`src/rtl/axis_iter_div.sv`:
```
// Iterative 32-bit restoring divider with AXI-Stream style operand channels.
// One quotient bit per cycle; 64-bit result {quotient, remainder} pulses once when done.
module axis_iter_div #(
  parameter bit SIGNED = 1'b1
) (
  input  logic        clk,
  input  logic        rst,
  input  logic        flush,
  input  logic        s_axis_dividend_tvalid,
  output logic        s_axis_dividend_tready,
  input  logic [31:0] s_axis_dividend_tdata,
  input  logic        s_axis_divisor_tvalid,
  output logic        s_axis_divisor_tready,
  input  logic [31:0] s_axis_divisor_tdata,
  output logic        m_axis_dout_tvalid,
  output logic [63:0] m_axis_dout_tdata
);

  typedef enum logic [1:0] {IDLE, CALC, DONE} state_t;

  state_t      state;
  state_t      state_next;
  logic [4:0]  count;
  logic [31:0] quo;
  logic [31:0] rem;
  logic [31:0] dvs;
  logic        neg_q;
  logic        neg_r;

  logic        accept;
  logic [31:0] dvd_mag;
  logic [31:0] dvs_mag;
  logic [32:0] rem_shift;
  logic [32:0] diff;
  logic [31:0] quo_step;
  logic [31:0] rem_step;
  logic [31:0] quo_fix;
  logic [31:0] rem_fix;

  assign accept = (state == IDLE) && s_axis_dividend_tvalid && s_axis_divisor_tvalid && !flush;

  assign dvd_mag = (SIGNED && s_axis_dividend_tdata[31]) ? (~s_axis_dividend_tdata + 32'd1)
                                                          : s_axis_dividend_tdata;
  assign dvs_mag = (SIGNED && s_axis_divisor_tdata[31]) ? (~s_axis_divisor_tdata + 32'd1)
                                                         : s_axis_divisor_tdata;

  // The partial remainder stays below the divisor, so bit 32 of diff is a clean borrow flag;
  // a zero divisor never borrows and yields an all-ones quotient with remainder = dividend.
  always_comb begin
    rem_shift = {rem, quo[31]};
    diff      = rem_shift - {1'b0, dvs};
    quo_step  = {quo[30:0], ~diff[32]};
    rem_step  = diff[32] ? rem_shift[31:0] : diff[31:0];
    quo_fix   = neg_q ? (~quo_step + 32'd1) : quo_step;
    rem_fix   = neg_r ? (~rem_step + 32'd1) : rem_step;
  end

  // NOTE: every output of a combinational process gets a default first, so no path can infer a latch.
  always_comb begin
    state_next = state;
    if (flush) begin
      state_next = IDLE;
    end else begin
      case (state)
        IDLE:    if (accept) state_next = CALC;
        CALC:    if (count == 5'd31) state_next = DONE;
        DONE:    state_next = IDLE;
        default: state_next = IDLE;
      endcase
    end
  end

  // NOTE: clocked state uses non-blocking assignments so every register samples pre-edge values.
  always_ff @(posedge clk) begin
    if (rst) begin
      state             <= IDLE;
      count             <= 5'd0;
      quo               <= 32'd0;
      rem               <= 32'd0;
      dvs               <= 32'd0;
      neg_q             <= 1'b0;
      neg_r             <= 1'b0;
      m_axis_dout_tdata <= 64'd0;
    end else begin
      state <= state_next;
      if (!flush) begin
        case (state)
          IDLE: if (accept) begin
            quo   <= dvd_mag;
            dvs   <= dvs_mag;
            rem   <= 32'd0;
            count <= 5'd0;
            neg_q <= SIGNED && (s_axis_dividend_tdata[31] ^ s_axis_divisor_tdata[31]);
            neg_r <= SIGNED && s_axis_dividend_tdata[31];
          end
          CALC: begin
            quo   <= quo_step;
            rem   <= rem_step;
            count <= count + 5'd1;
            if (count == 5'd31) m_axis_dout_tdata <= {quo_fix, rem_fix};
          end
          default: ;
        endcase
      end
    end
  end

  assign s_axis_dividend_tready = (state == IDLE);
  assign s_axis_divisor_tready  = (state == IDLE);
  assign m_axis_dout_tvalid     = (state == DONE);

endmodule

```
`config.mk`:
```
export PLATFORM = sky130hd
export DESIGN_NAME = axis_iter_div
export DESIGN_NICKNAME = d
export VERILOG_FILES = /design/src/rtl/axis_iter_div.sv
export SDC_FILE = /design/constraint.sdc
export NUM_CORES = 1
export LEC_CHECK = 0
export ABC_AREA = 1
export CAP_MARGIN = 30
export CORE_MARGIN = 2
export CORE_UTILIZATION = 46
export CTS_BUF_LIST = sky130_fd_sc_hd__clkbuf_16
export DETAILED_ROUTE_END_ITERATION = 10
export GPL_ROUTABILITY_DRIVEN = 0
export HOLD_SLACK_MARGIN = 0.15
export PLACE_DENSITY = 0.68
export SKIP_LAST_GASP = 1
export SYNTH_ARGS = -nofsm -noshare
export SYNTH_HDL_FRONTEND = slang
export SYNTH_SLANG_ARGS = --single-unit
```
`constraint.sdc`:
```
create_clock -name clk -period 7.9 [get_ports clk]
set_input_delay 1.58 -clock clk [delete_from_list [all_inputs] [get_ports clk]]
set_output_delay 1.58 -clock clk [all_outputs]
set_load 0.01 [all_outputs]
```
==> results of run 1 <==
layout make-up:
type / count / area (um2)
Fill cell: 2754 / 12200
Multi-Input combinational cell: 1546 / 7680
Sequential cell: 169 / 3380
Timing Repair Buffer: 146 / 1430
Inverter: 330 / 1240
Tap cell: 341 / 427
Clock buffer: 17 / 425
Clock inverter: 14 / 171
through the flow:
stage          power (mW)  hold slack, ns
2_1_floorplan        1.36           0.450
4_1_cts              2.40           0.483
6_report             2.40           0.486
3_3_place_gp         1.53           0.458
5_1_grt              2.52           0.511
3_5_place_dp         1.54           0.473
registers in the layout, indices dropped and copies added (netlist names):
| name | count |
|---|---|
| neg_r | 1 |
| count | 5 |
| m_axis_dout_tdata | 64 |
| state | 2 |
| quo | 32 |
| neg_q | 1 |
| rem | 32 |
| dvs | 32 |
cells by family after synthesis:
kind of cell,after synthesis,synth area share
adder cells (fa/ha/maj),39,0.0392
AO/OA/AOI/OAI,350,0.156
flip-flops,169,0.268
AND/OR/NAND/NOR,1087,0.363
buffers and inverters,405,0.126
XOR/XNOR,70,0.0485
path summary, 6_finish.rpt:
| kind | from | to | slack (ns) | cells past startpoint |
|---|---|---|---|---|
| max | quo[31] | m_axis_dout_tdata[62] | 3.16 | 29 |
| min | count[4] | count[4] | 0.49 | 2 |
| max reg2reg | quo[31] | m_axis_dout_tdata[62] | 3.16 | 29 |
| min reg2reg | count[4] | count[4] | 0.49 | 2 |
per-layer routing:
layer,track usage,routed length (um),vias to the layer above,part of all wire
li1,-,-,6909,-
met1,0.375,18300,6175,0.46
met2,0.457,18000,451,0.46
met3,0.0259,2110,59,0.053
met4,0.0944,1050,0,0.027
met5,0,0,-,0
critical path, delay by kind of cell, from the launching register on:
kind	cells	cell delay [ns]
simple gates	17	2.36
compound gates	4	0.56
fa+ha+maj	3	0.89
xor+xnor	1	0.16
flops	1	0.37
buf+inv	4	0.30
layout by cell type, fill, tap and decap left out, types with 13 or more instances in the layout:
cell / netlist / final
sky130_fd_sc_hd__a21oi_1: 140 / 140
sky130_fd_sc_hd__clkbuf_16: 0 / 17
sky130_fd_sc_hd__clkdlybuf4s50_1: 0 / 134
sky130_fd_sc_hd__dfxtp_1: 169 / 169
sky130_fd_sc_hd__ha_1: 38 / 38
sky130_fd_sc_hd__inv_1: 317 / 318
sky130_fd_sc_hd__nand2_1: 620 / 620
sky130_fd_sc_hd__nand2_2: 20 / 20
sky130_fd_sc_hd__nand3_1: 103 / 103
sky130_fd_sc_hd__nand4_1: 24 / 24
sky130_fd_sc_hd__nor2_1: 236 / 233
sky130_fd_sc_hd__nor2_2: 12 / 13
sky130_fd_sc_hd__nor3_1: 26 / 26
sky130_fd_sc_hd__nor4_1: 13 / 13
sky130_fd_sc_hd__o211ai_1: 15 / 15
sky130_fd_sc_hd__o21ai_0: 108 / 108
sky130_fd_sc_hd__o21ai_1: 19 / 19
sky130_fd_sc_hd__o221ai_1: 17 / 17
sky130_fd_sc_hd__o22ai_1: 18 / 18
sky130_fd_sc_hd__xnor2_1: 16 / 16
sky130_fd_sc_hd__xor2_1: 54 / 54
power by group through the flow:
stage | Clock (mW) | Combinational, mW | Sequential (mW)
final | 0.869 | 0.646 | 0.887
after global routing | 0.910 | 0.722 | 0.888
after CTS | 0.875 | 0.636 | 0.886
after detailed placement | 0 | 0.634 | 0.905
after global placement | 0 | 0.628 | 0.905
after floorplan | 0 | 0.461 | 0.898
==> impl_summary.md, run 1 <==
Route
For this run, design rule violations remaining after detail routing come to 0. The number of search-and-repair iterations in the first detailed-routing pass is 5. Across all layers, the routed design uses around 14k vias.

The number of nets with antenna violations after detailed routing is 0. The vias per cell is 5.30. After detailed routing, the average wire length per cell comes to 15.4 um.

The number of DRC markers in iteration 0 is 1,163. For this block, the routed nets add up to 39,400 um of wire.

Pwr
Of the total power, the share spent switching nets is 0.343. The cell leakage power is 7.18 nW. Of the total power, registers draw 0.369.

The maximum resistive drop on vdd is 162 uV. The internal power of the cells totals 1.58 mW. The part of the power in combinational logic is 0.269. Of the total power, the clock network draws 0.362. The power density relative to cell area is 163 nW/um2. The analysis attributes to net switching a power of 0.823 mW.

Timing
The total count of hold-check failures in the final report came to 0. The count of endpoints failing setup in the final report is 0. The maximum frequency from static timing analysis is around 210 MHz. The headroom to the max-slew limit is 0.424. The final setup skew is 0.0142 ns. In the finished design, the share of the clock period the worst path needs comes to 0.599. The clock period could shrink to 4.74 ns.

Setup repair after global routing left no endpoint under its margin. The setup TNS after final layout is 0 ns. The number of pins with negative max-slew slack in the final report is 0. The smallest setup slack after layout is about 3.2 ns.

The worst-margin pin slew is approximately 0.86 ns.

Critical path
In this design, the stage delay of the slowest critical-path cell is 0.43 ns. The worst setup path is launched from a flop. For the worst setup path, the data required time is approximately 8.2 ns. The worst setup path is captured at a flop.

At the worst endpoint, the arrival time is 5.06 ns. Of all nets on the critical path, the largest fanout is 45. The classification of the worst setup path is reg2reg. The slowest cell on the critical path is sky130_fd_sc_hd__fa_1.

Clocking
The total number of H-tree levels is 4. The CTS tree is yes. The number of gates resized after cts is 0. Counting the buffers created by CTS gives 17.

Clock-pin slew was measured on the worst setup and hold paths at 0.07 ns. For this design, the sink count on the clock tree is 169. The number of buffers inserted for hold repair after clock tree synthesis is 0. The later pin in the worst-skew pair is clocked with a latency of 0.43 ns.

CTS placed an instance of sky130_fd_sc_hd__clkbuf_16 at the clock tree root. The buffer depth of the longest clock path is 2. The number of buffers added for setup after CTS is 0.

Global route
The first global-routing pass estimated 63,500 um of wire. Summed over all layers, the global routing overflow is 0. The initial antenna violation count was 0.

Across every metal layer, demand over resource in global routing totals 0.275. Entering global routing, the biggest net connects 80 pins. The via count of the first global-routing pass is 12.6k.

Floorplanning
The die covers 28,800 um2. 136 I/O pins were placed. The region available for standard cell placement spans 27,000 um2. The number of rows created at floorplan is 60. For this configuration, the core starts out at a cell density of 0.469. The height of the die is 170 um. The die outline width is 170 um.

Synthesis
Counting flops with an async set or reset pin after synthesis yields a share of 0. The fraction of post-synthesis cell area in the top cell type by area is 0.268. The largest area contributor in the netlist is sky130_fd_sc_hd__dfxtp_1. In this run, synthesis inferred 0 flip-flops with an integrated enable. The post-synthesis cell type count is 50. Ranked by instance count, the synthesized netlist is headed by sky130_fd_sc_hd__nand2_1, sky130_fd_sc_hd__inv_1, sky130_fd_sc_hd__nor2_1. For this run, the register share of the synthesized area comes to 0.268.

The count of synthesis-stage warnings from yosys is 0. The most frequently used cell type in the post-synthesis netlist is sky130_fd_sc_hd__nand2_1. The post-synthesis net count is 2,228. The synthesized netlist occupies a cell area of 12,600 um2.

After synthesis, the mean cell area works out to 5.96 um2. After synthesis the netlist holds a flip-flop and latch count of 169. By area the synthesized netlist is led by sky130_fd_sc_hd__dfxtp_1, sky130_fd_sc_hd__nand2_1, sky130_fd_sc_hd__inv_1, sky130_fd_sc_hd__nor2_1, sky130_fd_sc_hd__a21oi_1. The number of instances in the synthesized netlist is approximately 2.1k. The flip-flop cell with the highest count after synthesis is sky130_fd_sc_hd__dfxtp_1.

Cells and area
At the end of the flow the core is filled with cells to 0.548. In the final layout, the share of cells above drive strength 1 is 0.0509. The number of nets at the end of the flow is 2,318. The post-route cell area is 14,800 um2. The layout-stage area growth over the synthesis result is 16.8%. Leaving out filler cells and counting taps, the final layout contains about 2.6k. The repair_antennas step left the layout with diodes totalling 0.

Place
The placed instance count is ~2.5k. The standard cell area after detailed placement is 14,200 um2. The placed wire-length estimate is 30,700 um.

The worst setup slack after placement is 2.81 ns. The count of input and output buffers is 135.

Run status
The run finished with clean final reports.

Min path
The path class of the lowest-slack min-delay path is reg2reg.

Flow run
Across the run, the number of max-cap violations was 0.
No activity file was read; power rests on OpenSTA's default activity.
==> run 2: changes to the inputs <==
- clock period: 7.9 -> 4.6 ns (I/O delays scaled with it)
==> impl_summary.md, run 2 (synthesized netlist as in run 1, its figures left out) <==
Run status
The flow ran to the end, and the final reports show no timing, DRC or antenna violations.

Clocking
The root buffer cell is sky130_fd_sc_hd__clkbuf_16. The clock passes through at most 2 buffers. The register clock-pin slew on the reported worst setup and hold paths is 0.08 ns.

The CTS buffer count is 17. Clock latency on the worst-skew pair, taken at its later pin, is 0.44 ns. The TritonCTS sink count is 169. The total number of H-tree levels is 4. The CTS tree is yes.

In this run, post-CTS hold repair placed 0 buffers.

Route
The number of remaining DRC errors is 0. Summed over all layers, the routed wires come to 39,400 um. In this run the remaining antenna-violating nets after routing total 0. The number of search-and-repair iterations in the first detailed-routing pass is 5. The detailed router finished its first iteration with 1,316 violations. The vias per cell is 5.31. The via count of the routed design is 13.6k. In the final routed layout, each cell accounts on average for 15.3 um.

Min path
The startpoint identified for the worst hold timing path is count[4]. The min-delay analysis places its worst path in the category reg2reg. The number of stages on the worst hold path is 2.

The end point of the worst hold path is count[4].

Timing
The maximum frequency from static timing analysis is 242 MHz. The total count of hold-check failures in the final report came to 0. Setup repair after global routing left no endpoint under its margin. The final setup skew is 0.0111 ns. The smallest clock period supported by the final layout is computed as approximately 4.1 ns. The number of pins with negative max-slew slack in the final report is 0.

The post-route worst hold slack is 0.477 ns. Setup violations remaining at the end of the flow were counted as 0. In the final timing run, aggregate negative setup slack is 0 ns. Dividing the final minimum period by the clock period gives 0.900. At the pin with the least slew margin, the transition time is 0.858 ns. Measured against its own limit, the worst slew margin works out to 0.427.

Place
The HPWL after detailed placement is 30,600 um. The count of input and output buffers is around 140. The placed instance count is 2,535.

Critical path
The highest cell delay on the worst timing path is roughly 0.42 ns. For the worst flop-to-flop path, the logic depth is 29. The startpoint identified for the worst register-to-register timing path is quo[31]. On the critical path, the stage with the largest delay is an instance of sky130_fd_sc_hd__fa_1. At the worst endpoint, the required time is roughly 5 ns. STA classifies the critical path endpoint as a flop. The setup check on the worst reg-to-reg path leaves a slack of 0.46 ns. The classification of the worst setup path is reg2reg.

Along the worst path, the maximum fanout reaches 4. The endpoint of the worst-slack reg-to-reg timing path is m_axis_dout_tdata[62]. STA classifies the critical path startpoint as a flop.

STA puts the critical path data arrival time at 4.47 ns.

Cells and area
The number of nets at the end of the flow is 2,322. The flip-flop count of the largest register, all copies and words added is 64. The number of standard cells in the final layout excluding fillers is 2,568. The register containing the most flip-flops in the final layout is m_axis_dout_tdata. In the layout the commonest cells are sky130_fd_sc_hd__nand2_1, sky130_fd_sc_hd__inv_1, sky130_fd_sc_hd__nor2_1, sky130_fd_sc_hd__dfxtp_1, sky130_fd_sc_hd__a21oi_1. Of the cells placed in the final design, the portion with a size suffix greater than 1 is 0.0566. The most frequent standard cell in the layout excluding fill and tap cells is sky130_fd_sc_hd__nand2_1. 0 antenna diodes ended up in the layout. Relative to the synthesized area, the layout overhead comes to 17.2%.

Global route
The wire length of the first global-routing pass is around 63,000 um. The via count of the first global-routing pass was 12.5k. Across every metal layer, demand over resource in global routing totals 0.274. Global routing finished with a remaining overflow of 0. Entering global routing, the biggest net connects around 120 pins.

The initial antenna violation count was 0.

Floorplanning
The height of the die is roughly 170 um. For this configuration, the core starts out at a cell density of 0.469. The die covers 28,800 um2.

The total core area is 27,000 um2. Row generation in the floorplan step produced 60 rows. The die outline width is roughly 170 um.

In this run the count of I/O pins placed on the die edge is 136.

Pwr
The maximum resistive drop on vdd is 203 uV. For this design the ratio of total power to cell area is 275 nW/um2. The cell leakage power is 7.20 nW.

Flow run
The number of max-cap violations is 0.
-- run 2: critical path, delay by kind of cell, from the launching register on --
| kind | cells | cell delay [ns] |
|---|---|---|
| AND/OR/NAND/NOR | 17 | 1.91 |
| adder cells (fa/ha/maj) | 3 | 0.79 |
| flip-flops | 1 | 0.38 |
| buffers and inverters | 4 | 0.28 |
| XOR/XNOR | 1 | 0.16 |
| AO/OA/AOI/OAI | 4 | 0.51 |
-- run 2: what timing repair did --
item                                   CTS  global route
setup endpoints to repair                0             2
gates resized for setup                  0             5
buffers inserted                         0             1
endpoints found under the hold margin    0             0
-- run 2: worst max-delay path by stage --
stage,startpoint,to,slack (ns),depth (start not counted)
2_1_floorplan,quo[31],m_axis_dout_tdata[62],0.66,30
3_3_place_gp,quo[31],m_axis_dout_tdata[62],0.43,29
3_5_place_dp,quo[31],m_axis_dout_tdata[62],0.28,29
4_1_cts,quo[31],m_axis_dout_tdata[62],0.24,29
5_1_grt,quo[31],m_axis_dout_tdata[62],0.06,29
6_report,quo[31],m_axis_dout_tdata[62],0.46,29
-- run 2: area by class of cell --
class | count | area (um2)
clock buffers | 17 | 425
clock inverters | 15 | 159
fillers | 2741 | 12100
inverters | 330 | 1240
multi-input cells | 1546 | 7700
flip-flops and latches | 169 | 3380
well taps | 341 | 427
repair buffers | 150 | 1470
-- run 2: per-stage QoR --
step | setup slack, ns | power [mW] | util | cell area (um2)
6_report | 0.460 | 4.07 | 0.549 | 14800
5_1_grt | 0.0552 | 4.28 | 0.549 | 14800
2_1_floorplan | 0.655 | 2.33 | - | 12600
3_5_place_dp | 0.282 | 2.65 | 0.527 | 14200
3_3_place_gp | 0.428 | 2.63 | 0.527 | 14200
4_1_cts | 0.242 | 4.07 | 0.548 | 14800
-- run 2: where the power goes --
part | switching [mW] | leakage, nW | total, mW | internal [mW]
Clock | 0.708 | 0.282 | 1.43 | 0.724
Combinational | 0.749 | 5.55 | 1.12 | 0.370
Sequential | 0.0314 | 1.37 | 1.52 | 1.49
Total | 1.49 | 7.20 | 4.07 | 2.58
-- run 2: metal layers --
metal | routed length (um) | share of wire | up-vias | track usage
li1 | - | - | 6929 | -
met1 | 18300 | 0.47 | 6156 | 0.382
met2 | 17400 | 0.44 | 474 | 0.435
met3 | 2320 | 0.059 | 66 | 0.0317
met4 | 1280 | 0.033 | 0 | 0.102
met5 | 0 | 0 | - | 0
==> run 3: changes to the inputs <==
- CTS_CLUSTER_SIZE: default -> 8
- SLEW_MARGIN: default -> 25
- clock period: 4.6 -> 4.8 ns (I/O delays scaled with it)
==> impl_summary.md, run 3 (synthesized netlist as in run 1, its figures left out) <==
Floorplanning
The floorplan step defined a core boundary enclosing 27,000 um2. The starting utilization of the core area is 0.469. The die outline width is 170 um. The floorplan step defined a die boundary enclosing 28,800 um2. The die is 170 um tall. During I/O placement, the number of pins put on the boundary was ~140.

The floorplan has 60 rows.

Cells and area
The filler cell count in the final layout is about 2.7k. The post-route cell area is approximately 15,000 um2. The layout-stage area growth over the synthesis result is 17.1%. The register with the most flip-flops in the layout has 64 of them. The library cell used most frequently in the layout, excluding fill and tap cells, is sky130_fd_sc_hd__nand2_1. The fraction of final layout cells sized beyond drive strength 1 is 0.0535.

The register cell area after layout is 3380 um2. The combined area of the multi-input logic cells is 7690 um2. In the layout the commonest cells are sky130_fd_sc_hd__nand2_1, sky130_fd_sc_hd__inv_1, sky130_fd_sc_hd__nor2_1, sky130_fd_sc_hd__dfxtp_1, sky130_fd_sc_hd__a21oi_1. The repair_antennas step left the layout with diodes totalling 0. The register containing the most flip-flops in the final layout is m_axis_dout_tdata. The net count of the finished layout is ~2.3k.

Clocking
Gates resized during post-CTS repair numbered 0. The clock latency of the later-clocked register in the worst-skew pair is 0.44 ns. Buffers inserted during clock tree synthesis total 17. The number of buffers inserted for hold repair after clock tree synthesis is 0. Clock-pin slew was measured on the worst setup and hold paths at 0.07 ns. In this run the number of H-tree levels came out at 4. The buffer depth of the longest clock path is 2. The number of setup buffers added after CTS is 0.

The CTS tree is yes. The TritonCTS sink count is around 170. The tree is rooted in a sky130_fd_sc_hd__clkbuf_16.

Route
In the routed layout, each cell is associated on average with a via count of about 5.2. Dividing the detail-routed wire length by the instance count gives 15.3 um. The first TritonRoute pass finished after 8 iterations. The number of remaining DRC errors is 0.

The routed wire length is about 40,000 um. The number of nets with antenna violations after detailed routing is 0. The number of DRC markers in iteration 0 is around 1.3k.

The via count of the routed design is roughly 13k.

Timing
The worst-margin pin slew is between 0.8 and 0.9 ns. After layout, the minimum clock period comes to 4.33 ns. The setup TNS after final layout is 0 ns. The clock arrives with 0.0143 ns of skew. Setup violations remaining at the end of the flow were counted as 0. The maximum frequency from static timing analysis is 231 MHz. Dividing the final minimum period by the clock period gives 0.902. The headroom to the max-slew limit is 0.433. The number of pins with negative max-slew slack in the final report is 0. Setup repair after global routing left no endpoint under its margin. The total count of hold-check failures in the final report is 0.

Critical path
The critical path starts at quo[31]. The slowest cell on the critical path is sky130_fd_sc_hd__fa_1. The classification of the worst setup path is reg2reg.

The arrival time at the worst endpoint is 4.67 ns. The startpoint type of the worst setup path is a flop. STA puts the critical path data required time at 5.14 ns. In this run the critical register-to-register path is launched from quo[31]. The top fanout value on the critical path is 4. The highest cell delay on the worst timing path is approximately 0.42 ns. The worst setup path is captured at a flop.

Global route
For this run, the total global-route usage over all layers was measured as 0.272. The wire length of the first global-routing pass is roughly 63,000 um. The total congestion overflow is 0. The initial antenna violation count is 0. The via count of the first global-routing pass is 12.2k.

Entering global routing, the biggest net connects 118 pins.

Pwr
The worst-case IR drop observed on VDD is ~180 uV. The power density relative to cell area is 266 nW/um2. For this design the static power due to leakage is 7.19 nW.

Place
Once placement finished, the instance area stood at roughly 14,000 um2. Detailed placement finished with a half-perimeter wire length of 30,400 um. Buffers placed on the I/O ports in this run total 135.

Min path
The worst hold path startpoint is m_axis_dout_tdata[1]. The path class of the lowest-slack min-delay path is reg2reg.

Run status
The run finished with clean final reports.

Flow run
The number of max-cap violations is 0.
[run 3: power by group]
| part | switching [mW] | leakage, nW | internal [mW] | total (mW) |
|---|---|---|---|---|
| clock | 0.672 | 0.290 | 0.746 | 1.42 |
| sequential | 0.0304 | 1.37 | 1.43 | 1.46 |
| combinational | 0.713 | 5.53 | 0.349 | 1.06 |
| total | 1.42 | 7.19 | 2.52 | 3.94 |
[run 3: area by class of cell]
cell class                      count  area share
Multi-Input combinational cell   1546       0.520
Sequential cell                   169       0.229
Inverter                          330      0.0837
Tap cell                          341      0.0288
Clock inverter                     15      0.0123
Timing Repair Buffer              147      0.0980
Clock buffer                       17      0.0288
[run 3: final timing paths]
kind                            to  slack (ns)  cells past startpoint
min           m_axis_dout_tdata[1]        0.47                      2
max          m_axis_dout_tdata[62]        0.47                     29
max reg2reg  m_axis_dout_tdata[62]        0.47                     29
min reg2reg   m_axis_dout_tdata[1]        0.47                      2
[run 3: critical path, delay by kind of cell, from the launching register on]
kind            cells  cell delay, ns
compound gates      4            0.56
xor+xnor            1            0.16
fa+ha+maj           3            0.78
buf+inv             4            0.30
flops               1            0.37
simple gates       17            2.05
[run 3: stage by stage]
stage | util | worst slack, ns | hold WS (ns) | instances | power, mW
5_1_grt | 0.549 | 0.0468 | 0.498 | 2565 | 4.15
4_1_cts | 0.549 | 0.503 | 0.473 | 2565 | 3.94
3_3_place_gp | 0.526 | 0.653 | 0.458 | 2533 | 2.52
3_5_place_dp | 0.526 | 0.543 | 0.459 | 2533 | 2.53
6_report | 0.549 | 0.470 | 0.474 | 2565 | 3.94
2_1_floorplan | - | 0.855 | 0.450 | 2120 | 2.24
[run 3: metal layers]
layer | vias to the layer above | global-route usage | part of all wire
li1 | 6926 | - | -
met1 | 6014 | 0.368 | 0.46
met2 | 454 | 0.442 | 0.45
met3 | 61 | 0.0459 | 0.071
met4 | 0 | 0.0884 | 0.027
met5 | - | 0 | 0
